$ cat config.mk
export PLATFORM = sky130hd
export DESIGN_NAME = ura_scoreboard
export DESIGN_NICKNAME = d
export VERILOG_FILES = /design/src/rtl/ura_scoreboard.sv
export SDC_FILE = /design/constraint.sdc
export NUM_CORES = 1
export LEC_CHECK = 0
export ABC_AREA = 1
export CAP_MARGIN = 20
export CELL_PAD_IN_SITES_DETAIL_PLACEMENT = 0
export CELL_PAD_IN_SITES_GLOBAL_PLACEMENT = 1
export CORE_UTILIZATION = 33
export CTS_BUF_LIST = sky130_fd_sc_hd__clkbuf_16
export DETAILED_ROUTE_END_ITERATION = 6
export PLACE_DENSITY = 0.75
export SLEW_MARGIN = 10
export SYNTH_ARGS = -nofsm -noshare
export SYNTH_HDL_FRONTEND = slang
export SYNTH_SLANG_ARGS = --single-unit
export TNS_END_PERCENT = 5
$ cat constraint.sdc
create_clock -name clk -period 2.95 [get_ports clk]
set_clock_uncertainty 0.15 [all_clocks]
set_input_delay 0.7375 -clock clk [delete_from_list [all_inputs] [get_ports clk]]
set_output_delay 0.7375 -clock clk [all_outputs]
set_load 0.01 [all_outputs]
$ cat src/rtl/ura_scoreboard.sv
// ura_scoreboard: decode-stage hazard scoreboard keyed on unified register address.
// Optional stall counter output enabled by URA_SCOREBOARD_STATS_EN.
module ura_scoreboard #(
    parameter int URA_W     = 7,
    parameter int SRC_PORTS = 2,
    parameter int DEPTH     = 3,
    parameter int T_W       = 2,
    localparam int FS_W     = $clog2(DEPTH + 1)
) (
    input  logic                       clk,
    input  logic                       reset,
    input  logic                       issue_valid,
    input  logic [URA_W-1:0]           issue_dst_ura,
    input  logic [T_W-1:0]             issue_dst_tnew,
    input  logic [SRC_PORTS*URA_W-1:0] src_ura,
    input  logic [SRC_PORTS-1:0]       src_used,
    input  logic [SRC_PORTS*T_W-1:0]   src_tuse,
    input  logic                       flush,
    output logic                       stall,
    output logic [SRC_PORTS*FS_W-1:0]  fwd_sel,
    output logic [SRC_PORTS-1:0]       src_pending
`ifdef URA_SCOREBOARD_STATS_EN
    ,
    output logic [31:0]                stall_cycles
`endif
);

    typedef struct packed {
        logic             valid;
        logic [URA_W-1:0] ura;
        logic [T_W-1:0]   tnew;
    } slot_t;

    slot_t slots [DEPTH];

    logic             hit;
    logic [FS_W-1:0]  hit_fs;
    logic [T_W-1:0]   hit_tnew;
    logic [URA_W-1:0] cur_ura;

    // Per source: find the youngest matching producer and derive stall/forward/pending.
    always_comb begin
        stall       = 1'b0;
        fwd_sel     = '0;
        src_pending = '0;
        hit         = 1'b0;
        hit_fs      = '0;
        hit_tnew    = '0;
        cur_ura     = '0;
        for (int i = 0; i < SRC_PORTS; i++) begin
            hit      = 1'b0;
            hit_fs   = '0;
            hit_tnew = '0;
            cur_ura  = src_ura[i*URA_W +: URA_W];
            // Walk oldest to youngest so the youngest match overwrites older ones.
            for (int k = DEPTH - 1; k >= 0; k--) begin
                if (slots[k].valid && src_used[i] &&
                    (cur_ura != '0) && (slots[k].ura == cur_ura)) begin
                    hit      = 1'b1;
                    hit_fs   = FS_W'(k + 1);
                    hit_tnew = slots[k].tnew;
                end
            end
            if (hit) begin
                if (hit_tnew > src_tuse[i*T_W +: T_W]) begin
                    stall = 1'b1;
                end
                if (hit_tnew == '0) begin
                    fwd_sel[i*FS_W +: FS_W] = hit_fs;
                end else begin
                    src_pending[i] = 1'b1;
                end
            end
        end
    end

    // Shift the in-flight pipeline; a stalled, flushed or $zero write enters as a bubble.
    always_ff @(posedge clk or negedge reset) begin
        if (!reset) begin
            for (int k = 0; k < DEPTH; k++) begin
                slots[k] <= '0;
            end
        end else if (flush) begin
            for (int k = 0; k < DEPTH; k++) begin
                slots[k] <= '0;
            end
        end else begin
            slots[0].valid <= issue_valid & ~stall & (issue_dst_ura != '0);
            slots[0].ura   <= issue_dst_ura;
            slots[0].tnew  <= issue_dst_tnew;
            for (int k = 1; k < DEPTH; k++) begin
                slots[k].valid <= slots[k-1].valid;
                slots[k].ura   <= slots[k-1].ura;
                slots[k].tnew  <= (slots[k-1].tnew == '0) ?
                                  slots[k-1].tnew : slots[k-1].tnew - 1'b1;
            end
        end
    end

`ifdef URA_SCOREBOARD_STATS_EN
    // Count every edge on which decode is held; survives flush, wraps naturally.
    always_ff @(posedge clk or negedge reset) begin
        if (!reset) begin
            stall_cycles <= '0;
        end else if (stall) begin
            stall_cycles <= stall_cycles + 32'd1;
        end
    end
`endif

endmodule

Word level (Yosys, flattened, before mapping):

Cells that the tools add are included.

* eq/ne operators: 6
* bitwise gates (word level): 3
* muxes and demuxes: 33
* reduce and logical (&&, ||, !) cells: 25
* $lt $le $gt $ge: 2
* $add $sub $neg: 2

Operator list (count)
* 7-bit == test: 6
* 2-bit 2-to-1 mux: 18
* 30-bit 2-to-1 mux: 1
* 7-bit nonzero test: 3
* 1-bit logical AND: 18
* 1-bit 2-to-1 mux: 14
* 2-bit logical NOT: 4
* 2-bit > comparator: 2
* 2-bit by 1-bit subtractor with 2-bit output, second input constant: 2
* 1-bit bitwise AND: 2
* 1-bit inverter: 1

* logic and storage cells: 80
* output and inout port bits: 7
* bits in registers: 30
* input bits: 33

Logic depth before layout (Yosys ltp):

* depth in word-level cells: 15
* mapped depth: 18
* mapped depth without buffers: 18

Worst setup path after synthesis:

OpenSTA, ideal clock, no wires.

* path kind: input port to output port
* start: input src_ura[5]
* end: output stall
* data arrival time: 2.090 ns
* path buffers: 0
* stages: 15
* data required time: 2.062 ns
* slack: -0.027 ns
* cells stage by stage: inv_1 -> nand3_1 -> nor2_2 -> inv_2 -> nand2_1 -> nor2_1 -> nand3_1 -> nand2_1 -> nand2_1 -> inv_1 -> ha_1 -> a21oi_1 -> a21oi_1 -> o21ai_1 -> nand2_1

* longest elaborated chain between the ends: 11
* elaborated cells on any way between the ends: 21
* those cells by class: 1 x order compare; 3 x eq/ne; 10 x mux; 7 x reduce/logical

RTL lines
* from (decl): RTL line 15 `input logic [SRC_PORTS*URA_W-1:0] src_ura,`
* 7-bit nonzero test: RTL line 58 `(cur_ura != '0) && (slots[k].ura == cur_ura)) begin`
* 1-bit logical AND: RTL line 57 `if (slots[k].valid && src_used[i] &&`
* 1-bit logical AND: RTL line 58
* 2-bit 2-to-1 mux (3 in a row): RTL line 57
* 2-bit > comparator: RTL line 65 `if (hit_tnew > src_tuse[i*T_W +: T_W]) begin`
* 1-bit 2-to-1 mux: RTL line 65
* 1-bit 2-to-1 mux *: RTL line 64 `if (hit) begin`
* 1-bit 2-to-1 mux: RTL line 65
* 1-bit 2-to-1 mux *: RTL line 64
* to (decl): RTL line 19 `output logic stall,`

Mark *: on every way between the ends. The rest lies on a longest branch, timed or not.

Worst setup path after layout:

* start: input src_ura[6]
* end: output stall

The elaborated chain is that of the path after synthesis.

==> results.toml <==
[outcome]
status = "complete, but fails checks"
violations = "negative setup slack"

[timing]
rsz0062_at_grt = "true"
fmax_ghz = 0.302
final_hold_viol_count = 0
setup_viol = 4
setup_slack_ns = -0.364
final.setup.tns_ns = -0.534
fin_crit_sh = 1.12
relSlewSlack = 0.649
drv_slew = 0
finalCriticalPeriod_ns = 3.31
worst_pin_slew_ns = 0.525

[synthesis]
synth_common_cells = "114 x nand2_1, 58 x nor2_1, 54 x inv_1"
syn_area_per_cell_sq_um = 6.18
synth_top_cell_area_share = 0.344
netlist-cell-type-count = 22
synth-async-reset-ratio = 1.00
synthCells = 353
synth-edff-count = 0
yosysWarnings = 0
seq_area_frac_synth = 0.344
synthFlopType = "dfrtp_1"
synth.area.top_cells = "dfrtp_1 34%, nand2_1 20%, nor2_1 10%"
yosysMostFrequentCell = "nand2_1"
synth_top_area_cell = "dfrtp_1"
synth_seq_cells = 30
syn_area_sq_um = 2180
syn_nets = 390

[finish]
largest_register_ff_count = 30
top_regs = "slots (30)"
final_net_count = 488
max_flop_register = "slots"
syn_to_final_growth_pct = 65.4
diodes = 0
final_cells = 529
drive_gt1_frac = 0.449

[global_route]
grt_pass1_wl_um = 11100
grt_pass1_vias = 2357
grt-ovfl-total = 0
grt_antenna_before_repair = 0
grt_use_total = 0.207
grt_max_degree = 31

[clock_network]
clk_pin_slew_worst_paths_ns = 0.05
h-tree-depth = 2
clockBufferDepth = 2
cts_root_buffer = "clkbuf_16"
clk_latency_ns = 0.27
cts_tree = "done"
clkSinkCount = 30
numCtsBuffers = 5

[floorplan]
num_rows = 29
ios = 40
die_x_um = 83.3
die_h_um = 83.3
design.die.area_sq_um = 6940
initial_utilization = 0.343
coreArea_sq_um = 6350

[pwr]
power_mw = 1.29
cellPowerDensity_nw_per_um2 = 357
p_leak_nw = 1.81
ir_worst_vdd_mv = 0.274

[placement]
place_ws_ns = -1.34
placed_cells = 511
portBuffers = 39
dp_hpwl_um = 5350
gp_congestion = 0.848

[critical_path]
rr_worst_depth = 17
ff2ff_setup_slack_ns = 0.59
crit_type = "in2out"
reg2reg_from = "slots[14]$_DFF_PN0_"
cp-endpoint = "stall"
crit_start = "src_ura[6]"
timing.rr.end = "slots[29]$_DFF_PN0_"
cp_data_arrival_time_ns = 2.43
end_kind = "primary output"
required_ns = 2.06
path_max_fanout = 3
start_kind = "input pin"

[routing]
first_iter_violations = 104
firstDrtPassIters = 4
route.detailed.drc = 0
vias = 2440
wl_per_cell_um = 13.1
wl_met3_um = 282
drt_wl_total_um = 6940
top_layer_used = "met4"
ant_nets = 0
dr_wl_met2_um = 3450
wl_met1_um = 3090
vias_per_cell = 4.61

[job]
drv_cap = 0

[worst_hold_path]
hp-class = "reg2reg"
-- timing repair --
item                       4_1_cts  5_1_grt
setup endpoints to repair        8        7
pin swaps                       52       52
setup buffers                    6        4
gates resized for setup        165       73
hold buffers                     0        0
-- layout make-up --
type | count | area [sq um]
Multi-Input combinational cell | 252 | 1500
Clock buffer | 5 | 125
Sequential cell | 30 | 753
Clock inverter | 3 | 45.0
Tap cell | 77 | 96.3
Inverter | 68 | 285
Fill cell | 622 | 2740
Timing Repair Buffer | 94 | 805
-- critical path, cell delays in order --
cell and delay (ns):
buf_8 0.11, buf_6 0.11, nand2_4 0.05, nand2_2 0.06, nor2_4 0.08, nand3_2 0.10, nor2_4 0.15, nand3_2 0.10
nand2_2 0.08, nand2_2 0.06, inv_2 0.07, ha_4 0.20, a21oi_2 0.13, a21oi_1 0.05, o21ai_1 0.12, nand2_1 0.10
buf_2 0.14
-- layer usage --
| layer | GRT usage | up-vias |
|---|---|---|
| met5 | 0 | - |
| met4 | 0.0643 | 0 |
| met3 | 0.0308 | 11 |
| met2 | 0.352 | 47 |
| met1 | 0.269 | 1113 |
| li1 | - | 1269 |
-- report_power, final --
group / total (mW) / switching (mW) / internal [mW]
Clock: 0.583 / 0.186 / 0.397
Sequential: 0.444 / 0.0165 / 0.427
Combinational: 0.262 / 0.140 / 0.123
-- kinds of logic (layout without fill, tap and decap cells) --
kind of cell | after synthesis | count (layout) | share of synthesized area
and+or+nand+nor | 223 | 223 | 0.445
buffers and inverters | 71 | 170 | 0.122
DFF | 30 | 30 | 0.344
AOI/OAI and AO/OA | 21 | 21 | 0.0499
adders and majority gates | 4 | 4 | 0.0229
xor gates and xnor gates | 4 | 4 | 0.0161
-- stage by stage --
stage | hold slack [ns] | util | area (sq um)
2_1_floorplan | 0.262 | - | 2190
3_3_place_gp | 0.273 | 0.473 | 3000
3_5_place_dp | 0.279 | 0.473 | 3000
4_1_cts | 0.287 | 0.530 | 3370
5_1_grt | 0.298 | 0.568 | 3610
6_report | 0.283 | 0.568 | 3610
-- cell usage in the layout, fill, tap and decap left out, drive strengths merged, types with 4 or more instances in the layout --
| cell type | instances |
|---|---|
| a21oi | 10 |
| buf | 77 |
| clkbuf | 6 |
| clkdlybuf4s50 | 16 |
| dfrtp | 30 |
| ha | 4 |
| inv | 68 |
| nand2 | 121 |
| nand3 | 20 |
| nand4 | 9 |
| nor2 | 67 |
| nor3 | 4 |
| o21ai | 8 |
| xnor2 | 4 |
-- worst min path at each step --
| stage | slack, ns | end | cells past startpoint | start |
|---|---|---|---|---|
| floorplan | 0.26 | slots[10]$_DFF_PN0_ | 1 | slots[20]$_DFF_PN0_ |
| global placement | 0.27 | slots[10]$_DFF_PN0_ | 1 | slots[20]$_DFF_PN0_ |
| detailed placement | 0.28 | slots[10]$_DFF_PN0_ | 1 | slots[20]$_DFF_PN0_ |
| CTS | 0.29 | slots[10]$_DFF_PN0_ | 1 | slots[20]$_DFF_PN0_ |
| global route | 0.30 | slots[10]$_DFF_PN0_ | 1 | slots[20]$_DFF_PN0_ |
| finish | 0.28 | slots[10]$_DFF_PN0_ | 1 | slots[20]$_DFF_PN0_ |
No activity file was read; power rests on OpenSTA's default activity.
